==> src/rtl/qpsk_pkg.sv <==
// Shared types and constants for the QPSK symbol scheduler and its sibling
// keyed-modulation controllers.
package qpsk_pkg;

  typedef enum logic [1:0] {
    IDLE = 2'b00,
    LOAD = 2'b01,
    RUN  = 2'b10
  } state_t;

  // Dibit {I,Q} to carrier phase mapping (Gray coded around the circle)
  localparam logic [1:0] PH_45  = 2'b00;
  localparam logic [1:0] PH_135 = 2'b01;
  localparam logic [1:0] PH_225 = 2'b11;
  localparam logic [1:0] PH_315 = 2'b10;

  localparam int unsigned SYM_LEN_DEF = 512;

endpackage

==> src/rtl/sym_timer.sv <==
// Symbol-period counter: counts 0..SYM_LEN-1 while run is high and flags the
// last cycle of each symbol with a terminal-count pulse.
module sym_timer #(
  parameter int unsigned SYM_LEN = 512,
  parameter int unsigned CNT_W   = 16
) (
  input  logic clk,
  input  logic reset_n,
  input  logic clr,
  input  logic run,
  output logic tc
);

  localparam logic [CNT_W-1:0] LAST = CNT_W'(SYM_LEN - 1);

  logic [CNT_W-1:0] cnt;

  always_ff @(posedge clk) begin
    if (!reset_n) begin
      cnt <= '0;
    end else if (clr) begin
      cnt <= '0;
    end else if (run) begin
      cnt <= (cnt == LAST) ? '0 : cnt + CNT_W'(1);
    end
  end

  assign tc = run && (cnt == LAST);

endmodule

==> src/rtl/qpsk_sym_ctrl.sv <==
// QPSK symbol scheduler: packs a serial bit stream into dibits and presents
// one dibit per symbol period to the carrier phase mux.
module qpsk_sym_ctrl
  import qpsk_pkg::*;
#(
  parameter int unsigned SYM_LEN = SYM_LEN_DEF,
  parameter int unsigned CNT_W   = 16
) (
  input  logic       clk,
  input  logic       reset_n,
  input  logic       enable,
  input  logic       bit_in,
  input  logic       bit_valid,
  output logic       bit_ready,
  output logic       sym_strobe,
  output logic [1:0] phase_sel,
  output logic       carrier_en,
  output logic       busy,
  output logic       underrun
);

  state_t     state, state_nxt;
  logic [1:0] nbuf, nbuf_nxt;
  logic [1:0] buf_q, buf_nxt;
  logic [1:0] phase_nxt;
  logic       strobe_nxt, carrier_nxt, underrun_nxt;
  logic       tmr_clr, tmr_run, tc;
  logic       accept;

  sym_timer #(
    .SYM_LEN (SYM_LEN),
    .CNT_W   (CNT_W)
  ) u_timer (
    .clk     (clk),
    .reset_n (reset_n),
    .clr     (tmr_clr),
    .run     (tmr_run),
    .tc      (tc)
  );

  assign bit_ready = enable && ((state == LOAD) || (state == RUN)) && (nbuf < 2'd2);
  assign accept    = bit_valid && bit_ready;
  assign busy      = (state != IDLE);

  always_ff @(posedge clk) begin
    if (!reset_n) begin
      state      <= IDLE;
      nbuf       <= 2'd0;
      buf_q      <= 2'b00;
      phase_sel  <= PH_45;
      sym_strobe <= 1'b0;
      carrier_en <= 1'b0;
      underrun   <= 1'b0;
    end else begin
      state      <= state_nxt;
      nbuf       <= nbuf_nxt;
      buf_q      <= buf_nxt;
      phase_sel  <= phase_nxt;
      sym_strobe <= strobe_nxt;
      carrier_en <= carrier_nxt;
      underrun   <= underrun_nxt;
    end
  end

  always_comb begin
    state_nxt    = state;
    nbuf_nxt     = nbuf;
    buf_nxt      = buf_q;
    phase_nxt    = phase_sel;
    strobe_nxt   = 1'b0;
    carrier_nxt  = carrier_en;
    underrun_nxt = underrun;
    tmr_clr      = 1'b0;
    tmr_run      = 1'b0;

    // First bit of a dibit lands in I (MSB), second in Q
    if (accept) begin
      if (nbuf == 2'd0) begin
        buf_nxt[1] = bit_in;
      end else begin
        buf_nxt[0] = bit_in;
      end
      nbuf_nxt = nbuf + 2'd1;
    end

    case (state)
      IDLE: begin
        tmr_clr     = 1'b1;
        nbuf_nxt    = 2'd0;
        carrier_nxt = 1'b0;
        phase_nxt   = PH_45;
        if (enable) begin
          state_nxt    = LOAD;
          underrun_nxt = 1'b0;
        end
      end
      LOAD: begin
        tmr_clr = 1'b1;
        if (!enable) begin
          state_nxt = IDLE;
          nbuf_nxt  = 2'd0;
        end else if (nbuf_nxt == 2'd2) begin
          phase_nxt   = buf_nxt;
          strobe_nxt  = 1'b1;
          carrier_nxt = 1'b1;
          nbuf_nxt    = 2'd0;
          state_nxt   = RUN;
        end
      end
      RUN: begin
        tmr_run = 1'b1;
        // nbuf_nxt already includes a bit accepted on the boundary edge
        if (tc) begin
          if (nbuf_nxt == 2'd2) begin
            phase_nxt  = buf_nxt;
            strobe_nxt = 1'b1;
            nbuf_nxt   = 2'd0;
          end else if (enable) begin
            underrun_nxt = 1'b1;
          end else begin
            state_nxt   = IDLE;
            nbuf_nxt    = 2'd0;
            carrier_nxt = 1'b0;
            phase_nxt   = PH_45;
          end
        end
      end
      default: begin
        state_nxt = IDLE;
      end
    endcase
  end

endmodule

==> config.mk <==
export PLATFORM = sky130hd
export DESIGN_NAME = qpsk_sym_ctrl
export DESIGN_NICKNAME = d
export VERILOG_FILES = /design/src/rtl/qpsk_pkg.sv /design/src/rtl/sym_timer.sv /design/src/rtl/qpsk_sym_ctrl.sv
export SDC_FILE = /design/constraint.sdc
export NUM_CORES = 1
export LEC_CHECK = 0
export CORE_ASPECT_RATIO = 1.25
export CORE_MARGIN = 2
export CORE_UTILIZATION = 55
export CTS_CLUSTER_DIAMETER = 40
export DETAILED_ROUTE_END_ITERATION = 6
export PLACE_DENSITY = 0.78
export SKIP_CTS_REPAIR_TIMING = 1
export SLEW_MARGIN = 20
export SYNTH_ARGS = -nofsm -noshare
export SYNTH_HDL_FRONTEND = slang
export SYNTH_SLANG_ARGS = --single-unit
==> constraint.sdc <==
create_clock -name clk -period 5.6 [get_ports clk]
set_input_delay 0.56 -clock clk [delete_from_list [all_inputs] [get_ports clk]]
set_output_delay 0.56 -clock clk [all_outputs]
set_load 0.01 [all_outputs]
# Word-level counts from Yosys, hierarchy flattened
# Index checks and enable logic that the tools add are counted.
[op_classes]
n_mux = 40
n_eq_ne = 13
addsub = 2
n_bitwise = 1
magnitude_cmp = 1
n_reduce_logical = 16
[ops]
columns = ["cell", "n"]
rows = [
  ["2-to-1 mux 2 bit", 17],
  ["one-hot mux 2 bit (3 select lines)", 3],
  ["adder 16 x 1 -> 16 bit (second input constant)", 1],
  ["== test 16 x 9 -> 1 bit (second input constant)", 1],
  ["2-to-1 mux 1 bit", 16],
  ["2-to-1 mux 16 bit", 1],
  ["AND reduction 5 bit", 3],
  ["inequality test 2 bit (second input constant)", 6],
  ["inequality test 3 x 2 -> 1 bit (second input constant)", 2],
  ["AND reduction 6 bit", 1],
  ["== test 2 bit (second input constant)", 2],
  ["logical AND 1 bit", 4],
  ["logical NOT 2 bit", 2],
  ["one-hot mux 1 bit (2 select lines)", 2],
  ["nonzero test 2 bit", 2],
  ["OR reduction 2 bit", 2],
  ["one-hot mux 1 bit (3 select lines)", 1],
  ["nonzero test 3 bit", 1],
  ["adder 2 x 1 -> 2 bit (second input constant)", 1],
  ["== test 2 x 1 -> 1 bit (second input constant)", 1],
  ["< comparator 2 bit (second input constant)", 1],
  ["inequality test 2 x 1 -> 1 bit (second input constant)", 1],
  ["logical OR 1 bit", 1],
  ["NOT 1 bit", 1],
]
[totals]
wordCells = 81
output_inout_bits = 7
input_bits = 5
reg_bits = 27

# Logic depth before layout (Yosys ltp)
[logic_depth]
word_depth = 10
depth_mapped = 8
mapped_depth_nobuf = 7

# Hierarchy
# From an unflattened synthesis, not the netlist that was laid out.
[hier_totals]
cells_unflattened = 173
hier_area_um2 = 1483.9
[modules_own_cells]
columns = ["mod", "area_per_inst_um2", "cells_each", "seq_area_each_um2", "instances"]
rows = [
  ["sym_timer", 788.3, 88, 320.3, 1],
  ["qpsk_sym_ctrl", 695.7, 85, 220.2, 1],
]

# Worst setup path after synthesis
# No wires, ideal clock.
[synth_path]
path_type = "register -> register"
from = "register state[0]"
to = "register phase_sel[0]"
setup_time_ns = 0.072
path_stages_with_launch = 8
path_buffers = 0
required_time_ns = 5.528
arrival_ns = 1.734
setup_slack_ns = 3.795
synth_period_minus_slack_ns = 1.805
cell_sequence = "dfxtp_1 > inv_1 > ha_1 > nand4b_2 > o21ai_1 > a21oi_1 > or3_1 > mux2i_1"
[synth_between]
elab_chain_len = 10
elab_cells_between_ends = 23
classes_between = "eq/ne: 7; mux: 8; reduce/logical: 8"
[synth_rtl]
columns = ["element", "line_no", "source"]
rows = [
  ["from (decl)", "qpsk_sym_ctrl.sv:22", "state_t state, state_nxt;"],
  ["from (signal assigned)", "qpsk_sym_ctrl.sv:55", "state <= state_nxt;"],
  ["== test 2 x 1 -> 1 bit or == test 2 bit (tied branches)", "qpsk_sym_ctrl.sv:41, qpsk_sym_ctrl.sv:86", ""],
  ["logical OR 1 bit", "qpsk_sym_ctrl.sv:41", "assign bit_ready = enable && ((state == LOAD) || (state == RUN)) && (nbuf < 2'd2);"],
  ["logical AND 1 bit (2 in series)", "qpsk_sym_ctrl.sv:41", ""],
  ["logical AND 1 bit", "qpsk_sym_ctrl.sv:42", "assign accept = bit_valid && bit_ready;"],
  ["2-to-1 mux 2 bit", "qpsk_sym_ctrl.sv:77", "if (accept) begin"],
  ["== test 2 bit", "qpsk_sym_ctrl.sv:102, qpsk_sym_ctrl.sv:114", ""],
  ["2-to-1 mux 2 bit", "qpsk_sym_ctrl.sv:114", "if (nbuf_nxt == 2'd2) begin"],
  ["2-to-1 mux 2 bit", "qpsk_sym_ctrl.sv:113", "if (tc) begin"],
  ["one-hot mux 2 bit (3 select lines)", "qpsk_sym_ctrl.sv:86", "case (state)"],
  ["to (signal assigned)", "qpsk_sym_ctrl.sv:58", "phase_sel <= phase_nxt;"],
  ["to (decl)", "qpsk_sym_ctrl.sv:16", "output logic [1:0] phase_sel,"],
]
# Parallel ways exist; a longest one is shown, timed or not. The select of a mux whose other input is x is not followed.
# A chain may end at the register's enable or synchronous reset.

# Worst setup path in the final report
[layout_path]
from = "input port enable"
to = "output port bit_ready"
[layout_between]
elab_chain_len = 2
[layout_rtl]
columns = ["element", "line_no", "source"]
rows = [
  ["from (decl)", "qpsk_sym_ctrl.sv:11", "input logic enable,"],
  ["logical AND 1 bit (2 in series)", "qpsk_sym_ctrl.sv:41", ""],
  ["to (decl)", "qpsk_sym_ctrl.sv:14", "output logic bit_ready,"],
]
# No other way between the ends.

==> flow_summary.ini <==
[floorplanning]
start_util = 0.576
die_h_microns = 60.4
die_w_microns = 49.1
dieArea_sq_um = 2970
num_rows = 20
core_sq_um = 2430
ios = 12

[route]
vias = 1239
routed_wl_mm = 2.84
drcViolationCount = 0
dr.pass1.iters = 4
post_drt_wl_per_cell_microns = 13.1
routed_via_density = 5.74
dr.first_iter.drc_count = 33
ant_nets = 0

[sta]
fin_hold_ws_ns = 0.488
setup_viol_count_final = 0
fin_setup_tns_ns = 0
skew_ns = 0.0144
rsz0062_at_grt = no
drv_slew = 0
fmax_ghz = 0.389
hold_viol = 0
worst_slew_margin_rel = 0.669
fin_crit_ns = 2.57
period_share = 0.460
max_slew.worst_pin.slew_ns = 0.497

[critical_path]
arrival_ns = 2.01
required_ns = 5.04
path_buf_inv = 2
crit_chain = clkdlybuf4s50_1 > nand2_1 > nor2_1 > clkdlybuf4s50_1
cp_common_cell = clkdlybuf4s50_1
cp_top_family = buffers and inverters
end_kind = output port
critical_path_class = primary input to output port
cpMaxStageDelayCell = clkdlybuf4s50_1
crit_path_max_fanout = 11
max_stage_delay_ns = 0.70
cp-start-kind = primary input

[placement]
io_buffer_count = 11
dpl.hpwl_mm = 2.14
routabilityCongestion = 0.917

[power]
ir_drop_mv = 0.136
p_comb_frac = 0.179
p_per_area_nw_per_um2 = 219
p_sw_mw = 0.0947
p_leak_nw = 0.524
seqPwrFrac = 0.577
swShare = 0.277
clkPwrFrac = 0.244
p_int_mw = 0.248

[yosys]
async_flop_share = 0
synth_largest_area_cell = dfxtp_1
synth_warnings = 0
syn_nets = 183
yosysTopAreaCellShare = 0.386
yosys_register_bits = 27
avgSynthCellArea_sq_um = 8.13
synth_area_leaders = dfxtp_1, nor2_1, ha_1
synth_ff_type = dfxtp_1
syn-cell-area_sq_um = 1400
synthTopCellsByCount = dfxtp_1, nor2_1, nand2_1
syn_inst = 172
synth_cell_types = 35
synth_edf_count = 0
yosysSeqAreaShare = 0.386

[clock_tree]
clk_pin_slew_worst_paths_ns = 0.15
cts_max_level = 1
cts_tree = yes
clock_latency_ns = 0.33
numCtsBuffers = 3
cts_root_buffer = clkbuf_4
cts_buffer_depth = 2
clock-sinks = 27

[global_route]
grt_overflow_total = 0
grt_usage = 0.216
grt_pass1_vias = 1267
grt_max_degree = 16
grt_pass1_wl_mm = 5.00
antenna_found_initial = 0

[layout]
nets = 195
drive_above_1_share = 0.0492
antennaDiodeCount = 0
area_growth_pct = 11.8

[flow_run]
maxCapViolations = 0

[outcome]
status = finished, final reports clean

[worst_hold_path]
min-delay-path-class = flop to flop
-- final timing paths --
check | cells after the start | slack, ns | startpoint | endpoint
worst min-delay path | 2 | 0.49 | phase_sel[1] | phase_sel[1]
worst max-delay path | 4 | 3.03 | enable | bit_ready
worst min register to register | 2 | 0.49 | phase_sel[1] | phase_sel[1]
worst max register to register | 6 | 3.40 | state[0] | u_timer.cnt[11]
-- cell usage in the layout (no fill, tap or decap), drive strengths merged, types with 2 or more instances in the layout --
cell type | Yosys | final
nor4 | 2 | 2
nand3 | 2 | 2
clkbuf | 3 | 3
o2111ai | 2 | 2
o21ai | 11 | 11
nor3 | 4 | 4
xnor2 | 8 | 8
xor2 | 4 | 4
nor2 | 27 | 27
ha | 6 | 6
dfxtp | 27 | 27
nand2 | 18 | 18
or3 | 6 | 6
and3 | 2 | 2
nand4 | 7 | 7
clkdlybuf4s50 | 0 | 11
a21oi | 10 | 10
mux2i | 5 | 5
inv | 10 | 10
nand2b | 2 | 2
nor2b | 3 | 3
-- logic make-up (layout without fill, tap and decap cells) --
| kind of cell | Yosys count | in the layout | share of synthesized area |
|---|---|---|---|
| AO/OA/AOI/OAI | 32 | 32 | 0.141 |
| buffers and inverters | 15 | 26 | 0.0420 |
| multiplexers | 5 | 5 | 0.0358 |
| flip-flops | 27 | 27 | 0.386 |
| XOR/XNOR | 12 | 12 | 0.0751 |
| adder cells (fa/ha/maj) | 6 | 6 | 0.0537 |
| AND/OR/NAND/NOR | 75 | 75 | 0.266 |
-- sequential cells by signal (all words and copies together) (netlist names) --
name         flops
nbuf             2
underrun         1
phase_sel        2
sym_strobe       1
buf_q            2
u_timer.cnt     16
state            2
carrier_en       1
-- area by class of cell --
cell class | instances | area [sq um]
timing repair buffer | 12 | 118
inverter | 10 | 37.5
clock inverter | 1 | 5.00
multi-input combinational | 130 | 800
fill | 231 | 863
clock buffer | 3 | 22.5
tap | 33 | 41.3
sequential | 27 | 541
-- metal layers --
layer	share of wire	track usage	up-vias
li1	-	-	617
met1	0.42	0.219	570
met2	0.50	0.419	38
met3	0.040	0.0271	14
met4	0.037	0.147	0
met5	0	0	-
-- tightest hold or removal path: stages, from the launching register on --
cell and delay [ns]:
dfxtp_1 0.34, nand2_1 0.06, mux2i_1 0.06
-- power groups by stage --
stage               clock (mW)  sequential (mW)  combinational [mW]
floorplan                    0            0.202              0.0397
global placement             0            0.202              0.0596
detailed placement           0            0.202              0.0604
CTS                     0.0855            0.198              0.0608
global route            0.0918            0.198              0.0681
finish                  0.0836            0.198              0.0611
-- per-stage QoR --
step | power [mW] | cells | setup slack, ns | utilization | cell area [sq um]
floorplan | 0.241 | 172 | 3.79 | - | 1400
global placement | 0.261 | 212 | 3.08 | 0.633 | 1540
detailed placement | 0.262 | 212 | 3.04 | 0.633 | 1540
CTS | 0.344 | 216 | 3.04 | 0.644 | 1560
global route | 0.358 | 216 | 2.95 | 0.644 | 1560
finish | 0.342 | 216 | 3.03 | 0.644 | 1560
(Power assumes the default switching activity.)
